### config.mk
export PLATFORM = sky130hd
export DESIGN_NAME = rf_wb_arbiter
export DESIGN_NICKNAME = d
export VERILOG_FILES = /design/src/rtl/rf_pkg.sv /design/src/rtl/rf_wb_arbiter_rr_arbiter.sv /design/src/rtl/rf_wb_arbiter.sv
export SDC_FILE = /design/constraint.sdc
export NUM_CORES = 1
export LEC_CHECK = 0
export CORE_UTILIZATION = 40
export CTS_BUF_LIST = sky130_fd_sc_hd__clkbuf_4
export DETAILED_ROUTE_END_ITERATION = 8
export GPL_TIMING_DRIVEN = 0
export HOLD_SLACK_MARGIN = 0.02
export PLACE_DENSITY_LB_ADDON = 0.15
export SYNTH_ARGS = -nofsm -noshare
export SYNTH_HDL_FRONTEND = slang
export SYNTH_SLANG_ARGS = --single-unit
### constraint.sdc
create_clock -name clk -period 3.1 [get_ports clk]
set_clock_uncertainty 0.2 [all_clocks]
set_input_delay 0.62 -clock clk [delete_from_list [all_inputs] [get_ports clk]]
set_output_delay 0.62 -clock clk [all_outputs]
set_load 0.01 [all_outputs]
### src/rtl/rf_pkg.sv
// Shared constants for the integer register-file writeback path.
package rf_pkg;

  localparam int XLEN       = 32;
  localparam int NREGS      = 32;
  localparam int REG_ADDR_W = 5;
  localparam int NREQ       = 3;

  // Writeback requester indices
  localparam int REQ_ALU = 0;
  localparam int REQ_LSU = 1;
  localparam int REQ_MUL = 2;

  // Width of a pointer that names one of n requesters (at least one bit)
  function automatic int ptr_width(input int n);
    return (n > 1) ? $clog2(n) : 1;
  endfunction

endpackage

### src/rtl/rf_wb_arbiter_rr_arbiter.sv
// Combinational round-robin arbiter: the first asserted request at or after
// ptr (wrapping) receives a one-hot grant.
module rr_arbiter
  import rf_pkg::ptr_width;
#(
  parameter int NREQ = rf_pkg::NREQ
) (
  input  logic [NREQ-1:0]            req,
  input  logic [ptr_width(NREQ)-1:0] ptr,
  output logic [NREQ-1:0]            grant
);

  localparam int PW = ptr_width(NREQ);

  logic          found;
  logic [PW-1:0] idx;

  // Scan requesters starting at ptr; grant the first one that is asserted
  always_comb begin
    grant = '0;
    found = 1'b0;
    idx   = '0;
    for (int k = 0; k < NREQ; k++) begin
      idx = PW'((int'(ptr) + k) % NREQ);
      if (!found && req[idx]) begin
        grant[idx] = 1'b1;
        found      = 1'b1;
      end
    end
  end

endmodule

### src/rtl/rf_wb_arbiter.sv
// Register-file write-port arbiter with a per-register busy scoreboard.
// One writeback source wins the port per cycle (round-robin); the accepted
// rd/data are registered onto the port, and busy bits track writes that are
// issued but not yet written back.
module rf_wb_arbiter
  import rf_pkg::REG_ADDR_W, rf_pkg::ptr_width;
#(
  parameter int NREQ  = rf_pkg::NREQ,
  parameter int XLEN  = rf_pkg::XLEN,
  parameter int NREGS = rf_pkg::NREGS
) (
  input  logic                       clk,
  input  logic                       rst_n,
  input  logic [NREQ-1:0]            req_valid,
  input  logic [NREQ*REG_ADDR_W-1:0] req_rd,
  input  logic [NREQ*XLEN-1:0]       req_data,
  output logic [NREQ-1:0]            req_ready,
  input  logic                       issue_valid,
  input  logic [REG_ADDR_W-1:0]      issue_rd,
  output logic [NREGS-1:0]           busy,
  output logic                       wb_regwrite,
  output logic [REG_ADDR_W-1:0]      wb_rd,
  output logic [XLEN-1:0]            wb_data
);

  localparam int PW = ptr_width(NREQ);

  logic [PW-1:0]         rr_ptr_q, rr_ptr_d;
  logic                  wb_regwrite_q, wb_regwrite_d;
  logic [REG_ADDR_W-1:0] wb_rd_q, wb_rd_d;
  logic [XLEN-1:0]       wb_data_q, wb_data_d;
  logic [NREGS-1:0]      busy_q, busy_d;

  logic [NREQ-1:0]       grant;
  logic                  transfer;

  rr_arbiter #(.NREQ(NREQ)) u_rr_arbiter (
    .req   (req_valid),
    .ptr   (rr_ptr_q),
    .grant (grant)
  );

  // Nothing may be granted while reset is asserted
  assign req_ready = grant & {NREQ{rst_n}};
  assign transfer  = |req_ready;

  // AND-OR mux chains select the winner's rd/data and the pointer that
  // follows it; at most one grant bit is set so the OR never merges values.
  logic [REG_ADDR_W-1:0] rd_or   [NREQ+1];
  logic [XLEN-1:0]       data_or [NREQ+1];
  logic [PW-1:0]         ptr_or  [NREQ+1];

  assign rd_or[0]   = '0;
  assign data_or[0] = '0;
  assign ptr_or[0]  = '0;

  for (genvar gi = 0; gi < NREQ; gi++) begin : g_sel
    assign rd_or[gi+1]   = rd_or[gi]   | (req_rd[gi*REG_ADDR_W +: REG_ADDR_W] & {REG_ADDR_W{req_ready[gi]}});
    assign data_or[gi+1] = data_or[gi] | (req_data[gi*XLEN +: XLEN] & {XLEN{req_ready[gi]}});
    assign ptr_or[gi+1]  = ptr_or[gi]  | (req_ready[gi] ? PW'((gi + 1) % NREQ) : '0);
  end

  // Next-state: pointer advance, writeback register load, scoreboard update
  always_comb begin
    rr_ptr_d      = rr_ptr_q;
    wb_regwrite_d = 1'b0;
    wb_rd_d       = wb_rd_q;
    wb_data_d     = wb_data_q;
    busy_d        = busy_q;

    if (transfer) begin
      rr_ptr_d      = ptr_or[NREQ];
      wb_rd_d       = rd_or[NREQ];
      wb_data_d     = data_or[NREQ];
      wb_regwrite_d = (rd_or[NREQ] != '0);
    end

    // Clear first so that a same-edge issue to the same register wins
    if (wb_regwrite_q) busy_d[wb_rd_q] = 1'b0;
    if (issue_valid && (issue_rd != '0)) busy_d[issue_rd] = 1'b1;
    busy_d[0] = 1'b0;
  end

  // State registers; reset discards any in-flight writeback and busy bits
  always_ff @(posedge clk or negedge rst_n) begin
    if (!rst_n) begin
      rr_ptr_q      <= '0;
      wb_regwrite_q <= 1'b0;
      wb_rd_q       <= '0;
      wb_data_q     <= '0;
      busy_q        <= '0;
    end else begin
      rr_ptr_q      <= rr_ptr_d;
      wb_regwrite_q <= wb_regwrite_d;
      wb_rd_q       <= wb_rd_d;
      wb_data_q     <= wb_data_d;
      busy_q        <= busy_d;
    end
  end

  assign wb_regwrite = wb_regwrite_q;
  assign wb_rd       = wb_rd_q;
  assign wb_data     = wb_data_q;
  assign busy        = busy_q;

  // A waiting requester must hold valid, rd and data until it is granted
  for (genvar gi = 0; gi < NREQ; gi++) begin : g_hold
    a_req_hold: assert property (@(posedge clk) disable iff (!rst_n)
      (req_valid[gi] && !req_ready[gi]) |=>
        (req_valid[gi]
         && $stable(req_rd[gi*REG_ADDR_W +: REG_ADDR_W])
         && $stable(req_data[gi*XLEN +: XLEN])));
  end

  a_one_grant: assert property (@(posedge clk) $onehot0(req_ready));

endmodule

==> impl_metrics.tcl <==
set metrics [dict create \
    clock_sinks 71 \
    yosys.area.top_type "dfrtp_1" \
    outcome "finished with violations" \
    stdcell_area_um2 6030 \
    grt_max_degree 76 \
    path_cells "buf_4 -> ha_4 -> buf_6 -> nor3b_4 -> a32o_2 -> nand3b_1 -> a31oi_4 -> buf_12 -> buf_6" \
    violations "negative hold slack, negative setup slack" \
    cts.clk_slew.worst_paths_ps 120 \
    grt_pass1_wl_um 18900 \
    worst-setup-path-type "flip-flop to output pin" \
    grt_busiest_layer "met2" \
    cts_buffers 9 \
    slowest_delay_ps 430 \
    syn_to_final_growth_pct 71.1 \
    synth_seq_cells 71 \
    yosysMostFrequentCell "dfrtp_1" \
    cts_tree "built" \
    clkLatencyLatePin_ps 410 \
    seqCellArea_um2 1780 \
    max-slew-margin-rel_pct 56.6 \
    wire_per_inst_um 17.9 \
    place_area_um2 5570 \
    antenna_found_initial 0 \
    clockRootBuffer "clkbuf_4" \
    die_w_um 95.8 \
    syn_inst 356 \
    row_count 33 \
    synth_area_leaders "dfrtp_1 50%, a222oi_1 9.9%, o21ai_0 9.0%" \
    drc 0 \
    coreArea_um2 8380 \
    post-route-period-util_pct 100 \
    diodes 0 \
    grt_util_met1_pct 32.4 \
    die_y_um 95.8 \
    viasPerCell 5.69 \
    drt-total-wl_um 12300 \
    cp_slowest_cell "dfrtp_1" \
    maxCapViolCount 0 \
    p_leak_nw 2.47 \
    synth_area_um2 3520 \
    powerDensity_nw_per_um2 1020 \
    grt_pass1_vias 3775 \
    path_buf_inv 4 \
    ys_seq_area_share_pct 50.4 \
    rrSetupSlack_ps 80 \
    vdd_ir_drop_max_mv 0.463 \
    fmax_mhz 322 \
    maxSlewViolCount 0 \
    tightestPinTransition_ps 652 \
    final.setup.tns_ps -10.3 \
    crit_arrival_ps 2290 \
    h-tree-depth 3 \
    path_depth 9 \
    setup_ws_ps -7.76 \
    rsz0062_at_grt "yes" \
    cp_top_family "buffers and inverters" \
    rr_endpoint "wb_data[14]$_DFFE_PN0P_" \
    grt.overflow.total 0 \
    finalHoldViolCount 6 \
    initial_utilization_pct 42.0 \
    synth_top_area_share_pct 50.4 \
    gr-usage-met2_pct 48.9 \
    hp-class "input pin to asynchronous set/reset pin" \
    cp.required_ps 2280 \
    cpMostUsedCell "buf_6" \
    multiInputGateArea_um2 1650 \
    final.fill_count 619 \
    globalRouteTotalUtil_pct 27.5 \
    min_period_ps 3110 \
    ant_nets 0 \
    cts.path.max_buffers 2 \
    vias 3915 \
    synthArstFlopShare_pct 100 \
    syn-num-nets 482 \
    nNetsFinal 704 \
    hold_ws_ps -10.5 \
    die-area_um2 9180 \
    total_power_mw 6.15 \
    rr_startpoint "rr_ptr_q[1]$_DFFE_PN0P_" \
    io_pins 195 \
    cp_max_fo 7 \
    drt_pass1_iterations 6 \
    synth_common_cells "71 x dfrtp_1, 63 x o21ai_0, 48 x nand2_1" \
    ys.flop_type "dfrtp_1" \
    synth_edf_count 0 \
    synth_area_per_cell_um2 9.89 \
    grt_use_met3_pct 7.82 \
    setup_viol 2 \
    hpwlAfterDp_um 8920 \
    end_kind "output pin" \
    yosysWarnings 0 \
    portBuffers 192 \
    drive_above_1_share_pct 14.4 \
    synth.distinct_cells 41 \
    gp_congestion 0.818 \
    critPathLaunchType "flip-flop" \
    drt_iter0_drc 249 \
    reg2reg_depth 14 \
]
## how the worst max path moves through the flow
stage	start	to	slack (ps)
after floorplan	rr_ptr_q[0]$_DFFE_PN0P_	req_ready[1]	300
after global placement	rst_n	req_ready[0]	-3260
after detailed placement	req_valid[1]	req_ready[0]	-1090
after CTS	rr_ptr_q[1]$_DFFE_PN0P_	req_ready[2]	-1
after global routing	rr_ptr_q[0]$_DFFE_PN0P_	req_ready[2]	-120
final	rr_ptr_q[0]$_DFFE_PN0P_	req_ready[2]	-8
## placed cells by master, fill, tap and decap left out, types with 7 or more instances in the layout
cell type,n
buf_4,25
buf_6,11
a222oi_1,35
nand3b_1,12
nand3_1,7
clkdlybuf4s50_1,186
a21oi_1,16
buf_2,7
o21ai_0,62
dfrtp_1,70
nor2_1,23
clkbuf_4,10
nand2_1,47
## per-layer routing
metal | part of all wire [%] | up-vias
li1 | - | 1798
met1 | 38 | 1888
met2 | 51 | 206
met3 | 8.8 | 23
met4 | 2.0 | 0
met5 | 0 | -
## sequential cells by signal, summed over array words and instances, names as in the netlist
signal / cells
busy: 31
rr_ptr_q: 2
wb_data: 32
wb_rd: 5
wb_regwrite: 1
## what timing repair did
| item | CTS | global route |
|---|---|---|
| endpoints found under the hold margin | 0 | 0 |
| endpoints found under the setup margin | 4 | 26 |
| gates resized for setup | 46 | 7 |
| pin swaps | 12 | 9 |
| buffers inserted | 22 | 2 |
| hold buffers | 0 | 0 |
## where the power goes
group          switching (mW)  leakage, nW  internal (mW)  total (mW)
combinational            1.83         1.57           1.95        3.78
clock                   0.341       0.0836          0.341       0.682
sequential              0.286        0.823           1.41        1.69
total                    2.46         2.47           3.70        6.15
## metrics by stage
step	hold slack (ps)	worst slack [ps]	util, %	std cells
after detailed placement	262	-1090	66.5	653
after global placement	259	-3260	66.5	653
after floorplan	124	304	-	356
final	-10.5	-7.76	71.9	688
after global routing	34.1	-120	71.9	688
after CTS	143	-0.972	71.4	687
## cell families (layout without fill, tap and decap cells)
kind of cell               after synthesis  count (layout)  share of synthesized area (%)
adders and majority gates                4               4                           1.42
AOI/OAI and AO/OA                      136             136                           26.9
and+or+nand+nor                        110             110                           15.2
muxes                                    3               3                          0.853
buffers and inverters                   31             258                           5.08
other                                    1               1                          0.106
DFF                                     71              71                           50.4
## final cells by class
type / count / share of cell area (%)
flip-flops and latches: 71 / 29.5
multi-input cells: 254 / 27.5
clock buffers: 10 / 1.25
clock inverters: 6 / 1.54
repair buffers: 216 / 34.9
well taps: 105 / 2.18
inverters: 4 / 0.249
plain buffers: 22 / 2.91
Note: power is estimated with default switching activity, not from simulation.
